## src/rtl/y86_pkg.sv

```systemverilog
// Y86-64 decode-stage shared definitions.
// Instruction codes, register IDs, status codes and the D->E bundle.
package y86_pkg;

  localparam int NREG = 15;

  localparam logic [3:0] I_HALT  = 4'h0;
  localparam logic [3:0] I_NOP   = 4'h1;
  localparam logic [3:0] I_CMOV  = 4'h2;
  localparam logic [3:0] I_IRMOV = 4'h3;
  localparam logic [3:0] I_RMMOV = 4'h4;
  localparam logic [3:0] I_MRMOV = 4'h5;
  localparam logic [3:0] I_OPQ   = 4'h6;
  localparam logic [3:0] I_JXX   = 4'h7;
  localparam logic [3:0] I_CALL  = 4'h8;
  localparam logic [3:0] I_RET   = 4'h9;
  localparam logic [3:0] I_PUSH  = 4'hA;
  localparam logic [3:0] I_POP   = 4'hB;

  localparam logic [3:0] RRSP  = 4'h4;
  localparam logic [3:0] RNONE = 4'hF;

  localparam logic [3:0] STAT_AOK = 4'h1;
  localparam logic [3:0] STAT_HLT = 4'h2;
  localparam logic [3:0] STAT_ADR = 4'h3;
  localparam logic [3:0] STAT_INS = 4'h4;

  typedef struct packed {
    logic [3:0]  stat;
    logic [3:0]  icode;
    logic [3:0]  ifun;
    logic [63:0] val_c;
    logic [63:0] val_a;
    logic [63:0] val_b;
    logic [3:0]  dst_e;
    logic [3:0]  dst_m;
    logic [3:0]  src_a;
    logic [3:0]  src_b;
  } id_ex_t;

  localparam id_ex_t ID_EX_RESET = '{
    stat:  STAT_AOK,
    icode: I_NOP,
    ifun:  4'h0,
    val_c: 64'h0,
    val_a: 64'h0,
    val_b: 64'h0,
    dst_e: RNONE,
    dst_m: RNONE,
    src_a: RNONE,
    src_b: RNONE
  };

  function automatic logic a_from_ra(
    input logic [3:0] ic
  );
    return ic inside {I_CMOV, I_RMMOV,
                      I_OPQ, I_PUSH};
  endfunction

  function automatic logic a_from_rsp(
    input logic [3:0] ic
  );
    return ic inside {I_RET, I_POP};
  endfunction

  function automatic logic b_from_rb(
    input logic [3:0] ic
  );
    return ic inside {I_RMMOV, I_MRMOV,
                      I_OPQ};
  endfunction

  function automatic logic uses_rsp(
    input logic [3:0] ic
  );
    return ic inside {I_CALL, I_RET,
                      I_PUSH, I_POP};
  endfunction

  function automatic logic e_from_rb(
    input logic [3:0] ic
  );
    return ic inside {I_CMOV, I_IRMOV,
                      I_OPQ};
  endfunction

  function automatic logic m_from_ra(
    input logic [3:0] ic
  );
    return ic inside {I_MRMOV, I_POP};
  endfunction

  function automatic logic valp_to_a(
    input logic [3:0] ic
  );
    return ic inside {I_JXX, I_CALL};
  endfunction

endpackage

```

## src/rtl/y86_regfile.sv

```systemverilog
// Y86-64 register file: 15 x 64, two combinational reads,
// two writes per cycle with the M port winning a collision.
module y86_regfile
  import y86_pkg::*;
(
  input  logic        clk,
  input  logic        rst_n,
  input  logic        we,
  input  logic [3:0]  dst_e,
  input  logic [63:0] val_e,
  input  logic [3:0]  dst_m,
  input  logic [63:0] val_m,
  input  logic [3:0]  src_a,
  input  logic [3:0]  src_b,
  output logic [63:0] val_a,
  output logic [63:0] val_b,
  output logic [63:0] regs [NREG]
);

  logic [63:0] mem [NREG];

  // RNONE is 15 and never equals an index, so it reads 0
  always_comb begin
    val_a = '0;
    val_b = '0;
    for (int i = 0; i < NREG; i++) begin
      if (src_a == 4'(i)) val_a = mem[i];
      if (src_b == 4'(i)) val_b = mem[i];
    end
  end

  always_ff @(posedge clk or negedge rst_n) begin
    if (!rst_n) begin
      for (int i = 0; i < NREG; i++)
        mem[i] <= '0;
    end else if (we) begin
      for (int i = 0; i < NREG; i++) begin
        if (dst_e == 4'(i)) mem[i] <= val_e;
        if (dst_m == 4'(i)) mem[i] <= val_m;
      end
    end
  end

  always_comb begin
    for (int i = 0; i < NREG; i++)
      regs[i] = mem[i];
  end

endmodule

```

## src/rtl/decode_stage.sv

```systemverilog
// Y86-64 decode stage: register IDs, forwarding and
// the D->E pipeline register.
module decode_stage
  import y86_pkg::*;
(
  input  logic        clk,
  input  logic        rst_n,
  input  logic [3:0]  D_icode,
  input  logic [3:0]  D_ifun,
  input  logic [3:0]  D_rA,
  input  logic [3:0]  D_rB,
  input  logic [3:0]  D_stat,
  input  logic [63:0] D_valC,
  input  logic [63:0] D_valP,
  input  logic [3:0]  e_dstE,
  input  logic [63:0] e_valE,
  input  logic [3:0]  M_dstE,
  input  logic [3:0]  M_dstM,
  input  logic [63:0] M_valE,
  input  logic [63:0] m_valM,
  input  logic [3:0]  W_dstE,
  input  logic [3:0]  W_dstM,
  input  logic [63:0] W_valE,
  input  logic [63:0] W_valM,
  input  logic [3:0]  W_icode,
  output logic [3:0]  E_stat,
  output logic [3:0]  E_icode,
  output logic [3:0]  E_ifun,
  output logic [63:0] E_valC,
  output logic [63:0] E_valA,
  output logic [63:0] E_valB,
  output logic [3:0]  E_dstE,
  output logic [3:0]  E_dstM,
  output logic [3:0]  E_srcA,
  output logic [3:0]  E_srcB,
  output logic [63:0] reg_mem0,
  output logic [63:0] reg_mem1,
  output logic [63:0] reg_mem2,
  output logic [63:0] reg_mem3,
  output logic [63:0] reg_mem4,
  output logic [63:0] reg_mem5,
  output logic [63:0] reg_mem6,
  output logic [63:0] reg_mem7,
  output logic [63:0] reg_mem8,
  output logic [63:0] reg_mem9,
  output logic [63:0] reg_mem10,
  output logic [63:0] reg_mem11,
  output logic [63:0] reg_mem12,
  output logic [63:0] reg_mem13,
  output logic [63:0] reg_mem14
);

  logic [3:0]  src_a, src_b;
  logic [3:0]  dst_e, dst_m;
  logic [63:0] rf_a, rf_b;
  logic [63:0] val_a, val_b;
  logic        w_en;
  logic [63:0] regs [NREG];
  id_ex_t      e_d, e_q;

  assign w_en = !(W_icode inside {I_HALT, I_NOP});

  y86_regfile u_rf (
    .clk   (clk),
    .rst_n (rst_n),
    .we    (w_en),
    .dst_e (W_dstE),
    .val_e (W_valE),
    .dst_m (W_dstM),
    .val_m (W_valM),
    .src_a (src_a),
    .src_b (src_b),
    .val_a (rf_a),
    .val_b (rf_b),
    .regs  (regs)
  );

  always_comb begin
    src_a = RNONE;
    unique case (1'b1)
      a_from_ra(D_icode):  src_a = D_rA;
      a_from_rsp(D_icode): src_a = RRSP;
      default: ;
    endcase
  end

  always_comb begin
    src_b = RNONE;
    unique case (1'b1)
      b_from_rb(D_icode): src_b = D_rB;
      uses_rsp(D_icode):  src_b = RRSP;
      default: ;
    endcase
  end

  always_comb begin
    dst_e = RNONE;
    unique case (1'b1)
      e_from_rb(D_icode): dst_e = D_rB;
      uses_rsp(D_icode):  dst_e = RRSP;
      default: ;
    endcase
  end

  always_comb begin
    dst_m = RNONE;
    unique case (1'b1)
      m_from_ra(D_icode): dst_m = D_rA;
      default: ;
    endcase
  end

  // RNONE source is excluded up front, so no stage can match on F
  always_comb begin
    val_a = '0;
    if (valp_to_a(D_icode))
      val_a = D_valP;
    else if (src_a == RNONE)
      val_a = '0;
    else if (src_a == e_dstE)
      val_a = e_valE;
    else if (src_a == M_dstM)
      val_a = m_valM;
    else if (src_a == M_dstE)
      val_a = M_valE;
    else if (src_a == W_dstM)
      val_a = W_valM;
    else if (src_a == W_dstE)
      val_a = W_valE;
    else
      val_a = rf_a;
  end

  always_comb begin
    val_b = '0;
    if (src_b == RNONE)
      val_b = '0;
    else if (src_b == e_dstE)
      val_b = e_valE;
    else if (src_b == M_dstM)
      val_b = m_valM;
    else if (src_b == M_dstE)
      val_b = M_valE;
    else if (src_b == W_dstM)
      val_b = W_valM;
    else if (src_b == W_dstE)
      val_b = W_valE;
    else
      val_b = rf_b;
  end

  always_comb begin
    e_d       = ID_EX_RESET;
    e_d.stat  = D_stat;
    e_d.icode = D_icode;
    e_d.ifun  = D_ifun;
    e_d.val_c = D_valC;
    e_d.val_a = val_a;
    e_d.val_b = val_b;
    e_d.dst_e = dst_e;
    e_d.dst_m = dst_m;
    e_d.src_a = src_a;
    e_d.src_b = src_b;
  end

  always_ff @(posedge clk or negedge rst_n) begin
    if (!rst_n) e_q <= ID_EX_RESET;
    else        e_q <= e_d;
  end

  assign E_stat  = e_q.stat;
  assign E_icode = e_q.icode;
  assign E_ifun  = e_q.ifun;
  assign E_valC  = e_q.val_c;
  assign E_valA  = e_q.val_a;
  assign E_valB  = e_q.val_b;
  assign E_dstE  = e_q.dst_e;
  assign E_dstM  = e_q.dst_m;
  assign E_srcA  = e_q.src_a;
  assign E_srcB  = e_q.src_b;

  assign reg_mem0  = regs[0];
  assign reg_mem1  = regs[1];
  assign reg_mem2  = regs[2];
  assign reg_mem3  = regs[3];
  assign reg_mem4  = regs[4];
  assign reg_mem5  = regs[5];
  assign reg_mem6  = regs[6];
  assign reg_mem7  = regs[7];
  assign reg_mem8  = regs[8];
  assign reg_mem9  = regs[9];
  assign reg_mem10 = regs[10];
  assign reg_mem11 = regs[11];
  assign reg_mem12 = regs[12];
  assign reg_mem13 = regs[13];
  assign reg_mem14 = regs[14];

endmodule

```

## config.mk

```make
export PLATFORM = sky130hd
export DESIGN_NAME = decode_stage
export DESIGN_NICKNAME = d
export VERILOG_FILES = /design/src/rtl/y86_pkg.sv /design/src/rtl/y86_regfile.sv /design/src/rtl/decode_stage.sv
export SDC_FILE = /design/constraint.sdc
export NUM_CORES = 2
export LEC_CHECK = 0
export ABC_CLOCK_PERIOD_IN_PS = 2100
export CORE_AREA = 2 2 655 657
export DETAILED_ROUTE_END_ITERATION = 16
export DIE_AREA = 0 0 657 659
export DONT_BUFFER_PORTS = 1
export PLACE_DENSITY_LB_ADDON = 0.15
export SETUP_SLACK_MARGIN = 0.2
export SLEW_MARGIN = 20
export SYNTH_ARGS = -nofsm -noshare
export SYNTH_HDL_FRONTEND = slang
export SYNTH_SLANG_ARGS = --single-unit
```

## constraint.sdc

```tcl
create_clock -name clk -period 2.1 [get_ports clk]
set_clock_uncertainty 0.05 [all_clocks]
set_input_delay 0.42 -clock clk [delete_from_list [all_inputs] [get_ports clk]]
set_output_delay 0.42 -clock clk [all_outputs]
set_load 0.02 [all_outputs]
```

After elaboration in Yosys (flattened, before gate mapping)
Index checks and enable logic that the tools add are counted.
{"block": "totals", "output_inout_bits": 1180, "regBits": 1180, "in_bits": 494}
{"block": "classes", "reduce_logical": 43, "n_eq_ne": 79, "mux": 77, "n_bitwise": 1}
{"op": "64-bit 2-to-1 mux", "n": 73}
{"op": "4-bit equality test, second input constant", "n": 34}
{"op": "4-bit by 3-bit equality test with 1-bit output, second input constant", "n": 20}
{"op": "4-bit by 2-bit equality test with 1-bit output, second input constant", "n": 10}
{"op": "4-bit equality test", "n": 10}
{"op": "2-bit nonzero test", "n": 19}
{"op": "2-bit AND reduction", "n": 15}
{"op": "4-bit case mux with 2 select lines", "n": 3}
{"op": "4-bit by 1-bit equality test with 1-bit output, second input constant", "n": 5}
{"op": "4-bit logical NOT", "n": 5}
{"op": "4-bit nonzero test", "n": 2}
{"op": "3-bit nonzero test", "n": 2}
{"op": "4-bit 2-to-1 mux", "n": 1}
{"op": "1-bit NOT", "n": 1}

Longest topological paths before layout
{"block": "logic_depth", "depth_word": 26, "depth_mapped": 14, "depth_no_buf": 9}

Hierarchy
Synthesis repeated with hierarchy kept, for this count alone.
{"block": "unflattened", "hier_cells": 8737, "hier_area_um2": 78072.4}
{"module": "y86_regfile", "area_per_inst_um2": 63040.5, "cells_per_inst": 7104, "n_inst": 1}
{"module": "decode_stage", "area_per_inst_um2": 15031.9, "cells_per_inst": 1633, "n_inst": 1}

Worst setup path before layout
OpenSTA, ideal clock, no wires.
{"block": "synth_path", "kind": "input-to-reg", "from": "input port D_icode[1]", "to": "register e_q (netlist bit E_valA[24])", "path_stages": 10, "n_path_buf": 2, "path_slack_ns": -0.658, "setup_time_ns": 0.126, "t_arrival_ns": 2.582, "path_cell_list": "buf_6 or2_1 buf_6 and4_1 a221o_1 a211o_4 or4_1 o21ai_1 a2111oi_0 a221o_1"}
{"block": "synth_via", "elab_chain_cells": 26}
{"element": "start: declaration", "line_no": "decode_stage.sv:8", "source": "input logic [3:0] D_icode,"}
{"element": "4-bit by 2-bit equality test with 1-bit output (tied with other cells)", "line_no": "y86_pkg.sv:57", "source": "return ic inside {I_CMOV, I_RMMOV,"}
{"element": "4-bit nonzero test / 2-bit nonzero test (equally long branches)", "line_no": "y86_pkg.sv:57, y86_pkg.sv:64"}
{"element": "4-bit case mux with 2 select lines", "line_no": "decode_stage.sv:80", "source": "unique case (1'b1)"}
{"element": "4-bit logical NOT", "line_no": "y86_regfile.sv:27", "source": "if (src_a == 4'(i)) val_a = mem[i];"}
{"element": "64-bit 2-to-1 mux (15 in a row)", "line_no": "y86_regfile.sv:27"}
{"element": "64-bit 2-to-1 mux", "line_no": "decode_stage.sv:128", "source": "else if (src_a == W_dstE)"}
{"element": "64-bit 2-to-1 mux", "line_no": "decode_stage.sv:126", "source": "else if (src_a == W_dstM)"}
{"element": "64-bit 2-to-1 mux", "line_no": "decode_stage.sv:124", "source": "else if (src_a == M_dstE)"}
{"element": "64-bit 2-to-1 mux", "line_no": "decode_stage.sv:122", "source": "else if (src_a == M_dstM)"}
{"element": "64-bit 2-to-1 mux", "line_no": "decode_stage.sv:120", "source": "else if (src_a == e_dstE)"}
{"element": "64-bit 2-to-1 mux", "line_no": "decode_stage.sv:118", "source": "else if (src_a == RNONE)"}
{"element": "64-bit 2-to-1 mux *", "line_no": "decode_stage.sv:116", "source": "if (valp_to_a(D_icode))"}
{"element": "named net val_a[24]", "line_no": "decode_stage.sv:56", "source": "logic [63:0] val_a, val_b;"}
{"element": "end signal: assignment", "line_no": "decode_stage.sv:167", "source": "if (!rst_n) e_q <= ID_EX_RESET;"}
{"element": "end signal: assignment", "line_no": "decode_stage.sv:168", "source": "else e_q <= e_d;"}
{"element": "end: declaration", "line_no": "decode_stage.sv:59", "source": "id_ex_t e_d, e_q;"}
Mark *: on every way through the listed nets, which the timed path passes. The rest lies on a longest branch.
A chain may end at the register's enable or synchronous reset.

Final worst setup path
{"block": "layout_path", "from": "input port D_rB[0]", "to": "register e_q (netlist bit E_valB[26])"}
{"block": "layout_via", "elab_chain_cells": 23}
{"element": "start: declaration", "line_no": "decode_stage.sv:11", "source": "input logic [3:0] D_rB,"}
{"element": "4-bit case mux with 2 select lines *", "line_no": "decode_stage.sv:89", "source": "unique case (1'b1)"}
{"element": "4-bit logical NOT", "line_no": "y86_regfile.sv:28", "source": "if (src_b == 4'(i)) val_b = mem[i];"}
{"element": "64-bit 2-to-1 mux (15 in a row)", "line_no": "y86_regfile.sv:28"}
{"element": "64-bit 2-to-1 mux", "line_no": "decode_stage.sv:146", "source": "else if (src_b == W_dstE)"}
{"element": "64-bit 2-to-1 mux", "line_no": "decode_stage.sv:144", "source": "else if (src_b == W_dstM)"}
{"element": "64-bit 2-to-1 mux", "line_no": "decode_stage.sv:142", "source": "else if (src_b == M_dstE)"}
{"element": "64-bit 2-to-1 mux", "line_no": "decode_stage.sv:140", "source": "else if (src_b == M_dstM)"}
{"element": "64-bit 2-to-1 mux", "line_no": "decode_stage.sv:138", "source": "else if (src_b == e_dstE)"}
{"element": "64-bit 2-to-1 mux *", "line_no": "decode_stage.sv:136", "source": "if (src_b == RNONE)"}
{"element": "named net val_b[26]", "line_no": "decode_stage.sv:56"}
Marked as above.

==> metrics.md <==
| Metric | Value |
|---|---|
| Status | `finished, violations left` |
| Failing checks | `hold timing, setup timing` |
| CP arrival | `around 4.2 ns` |
| Post-synth EDFFs | `0` |
| Pwr Total | `~0.14 W` |
| Rows | `240` |
| RSZ-0062 raised after global routing | `yes` |
| Max Cap Violations | `0` |
| Core Area | `roughly 430000 um2` |
| DR iter-0 viols | `about 19000` |
| Sequential-to-total area share from yosys stat | `just over 40%` |
| R2R cell count | `7` |
| Cells after synthesis | `roughly 8400` |
| Post-route ant nets | `0` |
| DP Wirelength | `~840 mm` |
| Initial core utilization | `about 17%` |
| Synth Area in Compound Gates | `around a quarter` |
| Primary FF master, synth | `dfrtp_1` |
| Fraction of synthesized area in multiplexers | `13.8%` |
| Hold WS | `-0.0418 ns` |
| CP max FO | `between 40 and 50` |
| Crit Path Class | `input pin to flop` |
| Synth Area in Adders | `0%` |
| Vias per cell | `~6` |
| Largest family of logic cells by synthesized area | `compound AO/OA/AOI/OAI gates` |
| Vias in the first global route | `roughly 100000` |
| Dpl cells | `between 15000 and 20000` |
| Final worst slack | `-1.32 ns` |
| Post-synth top area share | `between 30% and 40%` |
| Via count | `around 110k` |
| Dpl ws | `-2.59 ns` |
| Placer Congestion | `roughly 1.1` |
| Fin cells | `around 18000` |
| CTS Sinks | `~1200` |
| Worst flop-to-flop path startpoint | `u_rf.regs[346]` |
| Avg Cell Area, Syn | `around 8.7 um2` |
| Final Hold Vio Count | `2` |
| Hold depth | `4` |
| Post-synth cell types | `~110` |
| Post-Synth XOR/XNOR Area | `less than 1%` |
| Slew Viols, Final | `0` |
| Hold path start | `W_valE[37]` |
| Warnings, synthesis | `0` |
| GR Overflow Total | `0` |
| Post-synthesis simple-gate area fraction | `roughly an eighth` |
| Port Buf Inserts | `0` |
| WL/cell | `a little under 60 um` |
| Pin count of the biggest net entering global routing | `73` |
| Async S/R FF share, synth | `100%` |
| Commonest non-fill, non-tap cell in the layout | `buf_4` |
| Root Buffer | `clkbuf_16` |
| Width of the die | `approximately 660 um` |
| Antenna violations before repair | `between 200 and 300` |
| Layout cells sized above 1 | `around half` |
| Peak supply drop | `roughly 0.00065 V` |
| Clk_lat worst skew | `approximately 1.0 ns` |
| Final wirelength | `~1100 mm` |
| Die height | `approximately 660 um` |
| Slew headroom | `around 20%` |
| Tmin final | `between 3 and 4 ns` |
| Final setup fails | `between 400 and 500` |
| Area Growth Syn to Fin | `98.8%` |
| Num CTS Buffers | `about 180` |
| FILL cells | `between 40000 and 50000` |
| DRT Pass-1 Iters | `9` |
| Total track usage | `between 40% and 50%` |
| Commonest cells after routing, fill and taps aside | `buf_4, nand2_1, mux2i_1` |
| Worst Max-Slew Pin Slew | `approximately 1.2 ns` |
| Clock-pin transition on the worst setup and hold timing paths | `~0.070 ns` |
| Total negative slack | `-90.37 ns` |
| Flops & latches, synth | `~1200` |
| Max Freq | `292 MHz` |
| Pwr Density | `about 950 nW/um2` |
| Worst Hold Class | `input pin to flop` |
| Reg2reg end | `E_valB[26]` |
| Nets@finish | `~13000` |
| Startpoint types | `input pin` |
| CTS tree | `done` |
| First-pass GRT wire length | `around 1300 mm` |
| H-tree Lvls | `4` |
| Worst reg2reg setup slack | `-1.19 ns` |
| Cell Area, Synth | `about 73000 um2` |
| CTS max path bufs | `4` |
| Required @ worst endpoint | `just under 3 ns` |
| Area leader, netlist | `dfrtp_1` |
| Hold EP | `E_valB[37]` |
| Io pins | `1674` |
| Post-route DRC | `0` |
| Leakage | `between 60 and 70 nW` |
| Synthesized Nets | `8930` |
| Die area | `approximately 430000 um2` |
| Worst Setup End Kind | `flop` |
| Synth area leaders | `dfrtp_1, mux2i_1, o21ai_0, nand2_1, a21oi_1` |
| Fin crit share | `163%` |
[area by class of cell]
class | count | area [um2] | area share, %
flip-flops and latches | 1180 | 30200 | 20.8
well taps | 5687 | 7120 | 4.89
repair buffers | 4815 | 53700 | 36.9
multi-input cells | 6210 | 47500 | 32.7
inverters | 24 | 106 | 0.0732
clock buffers | 246 | 5150 | 3.54
diodes | 225 | 563 | 0.387
clock inverters | 81 | 1100 | 0.755
[sequential cells by signal, summed over array words and instances (netlist names)]
name,cells
E_srcB,4
E_dstM,4
E_ifun,4
u_rf.regs,960
E_valB,64
E_valA,64
E_stat,4
E_icode,4
E_srcA,4
E_valC,64
E_dstE,4
[synthesized netlist by cell type, drive strengths merged, types with 52 or more instances]
| master | count |
|---|---|
| a211oi | 72 |
| a21oi | 599 |
| a221o | 52 |
| a221oi | 121 |
| a222oi | 85 |
| a22o | 89 |
| a22oi | 299 |
| a31oi | 52 |
| buf | 362 |
| clkbuf | 660 |
| dfrtp | 1162 |
| mux2i | 984 |
| nand2 | 1053 |
| nand3 | 95 |
| nor2 | 603 |
| nor3 | 126 |
| nor4 | 75 |
| o211ai | 69 |
| o21ai | 1067 |
| o221ai | 58 |
| o22ai | 145 |
[how the worst max path moves through the flow]
stage / start / endpoint / slack [ns] / cells past startpoint
floorplan: D_icode[1] / E_valA[24] / -0.65 / 10
global placement: D_icode[2] / E_valA[44] / -2.88 / 14
detailed placement: D_icode[1] / E_valB[32] / -2.59 / 15
CTS: u_rf.regs[776] / E_valA[8] / -0.87 / 11
global route: u_rf.regs[346] / E_valB[26] / -0.94 / 7
finish: D_rB[0] / E_valB[26] / -1.32 / 12
[timing repair]
action                                 in CTS  in global routing
endpoints found under the hold margin    1861                  2
hold buffers                              834                  2
setup endpoints to repair                1306               1282
pin swaps                                 442                348
cloned                                     12                 10
resized for setup                        2742                806
buffers inserted                          615                218
[through the flow]
| stage | utilization [%] | area (um2) |
|---|---|---|
| after CTS | 32.7 | 139000 |
| after floorplan | - | 74300 |
| final | 34.1 | 145000 |
| after detailed placement | 25.1 | 107000 |
| after global placement | 25.0 | 107000 |
| after global routing | 34.1 | 145000 |
[metal layers]
metal  share of wire (%)  vias up  routed length [um]  track usage [%]
met5               0.086        -                 930           0.0887
met4                 8.8       78               95300             32.1
met3                  14     2421              151000             22.4
met2                  38     9666              416000             65.2
met1                  39    56499              422000             59.6
li1                    -    39627                   -                -
[critical path: stages]
cell and delay (ns):
nor2b_2 0.34, buf_4 0.20, nand3_4 0.09, nor2_4 0.06, buf_12 0.15, buf_12 0.16, buf_6 0.16, a222oi_1 0.85
nand4_1 0.91, buf_4 0.41, o211ai_1 0.13, a21oi_2 0.11
[cell families (layout without fill, tap and decap cells)]
| logic type | after synthesis | count (layout) |
|---|---|---|
| buffers and inverters | 1046 | 5166 |
| xor gates and xnor gates | 9 | 9 |
| AOI/OAI and AO/OA | 3010 | 3010 |
| and+or+nand+nor | 2185 | 2185 |
| DFF | 1180 | 1180 |
| other | 0 | 225 |
| muxes | 1006 | 1006 |
[power breakdown]
group	internal, W	leakage [nW]	switching (W)
registers	0.0279	13.8	0.00798
clock network	0.0196	3.07	0.0149
logic	0.0252	44.0	0.0424
total	0.0727	60.9	0.0653
Power figures use the tool's default switching activity.
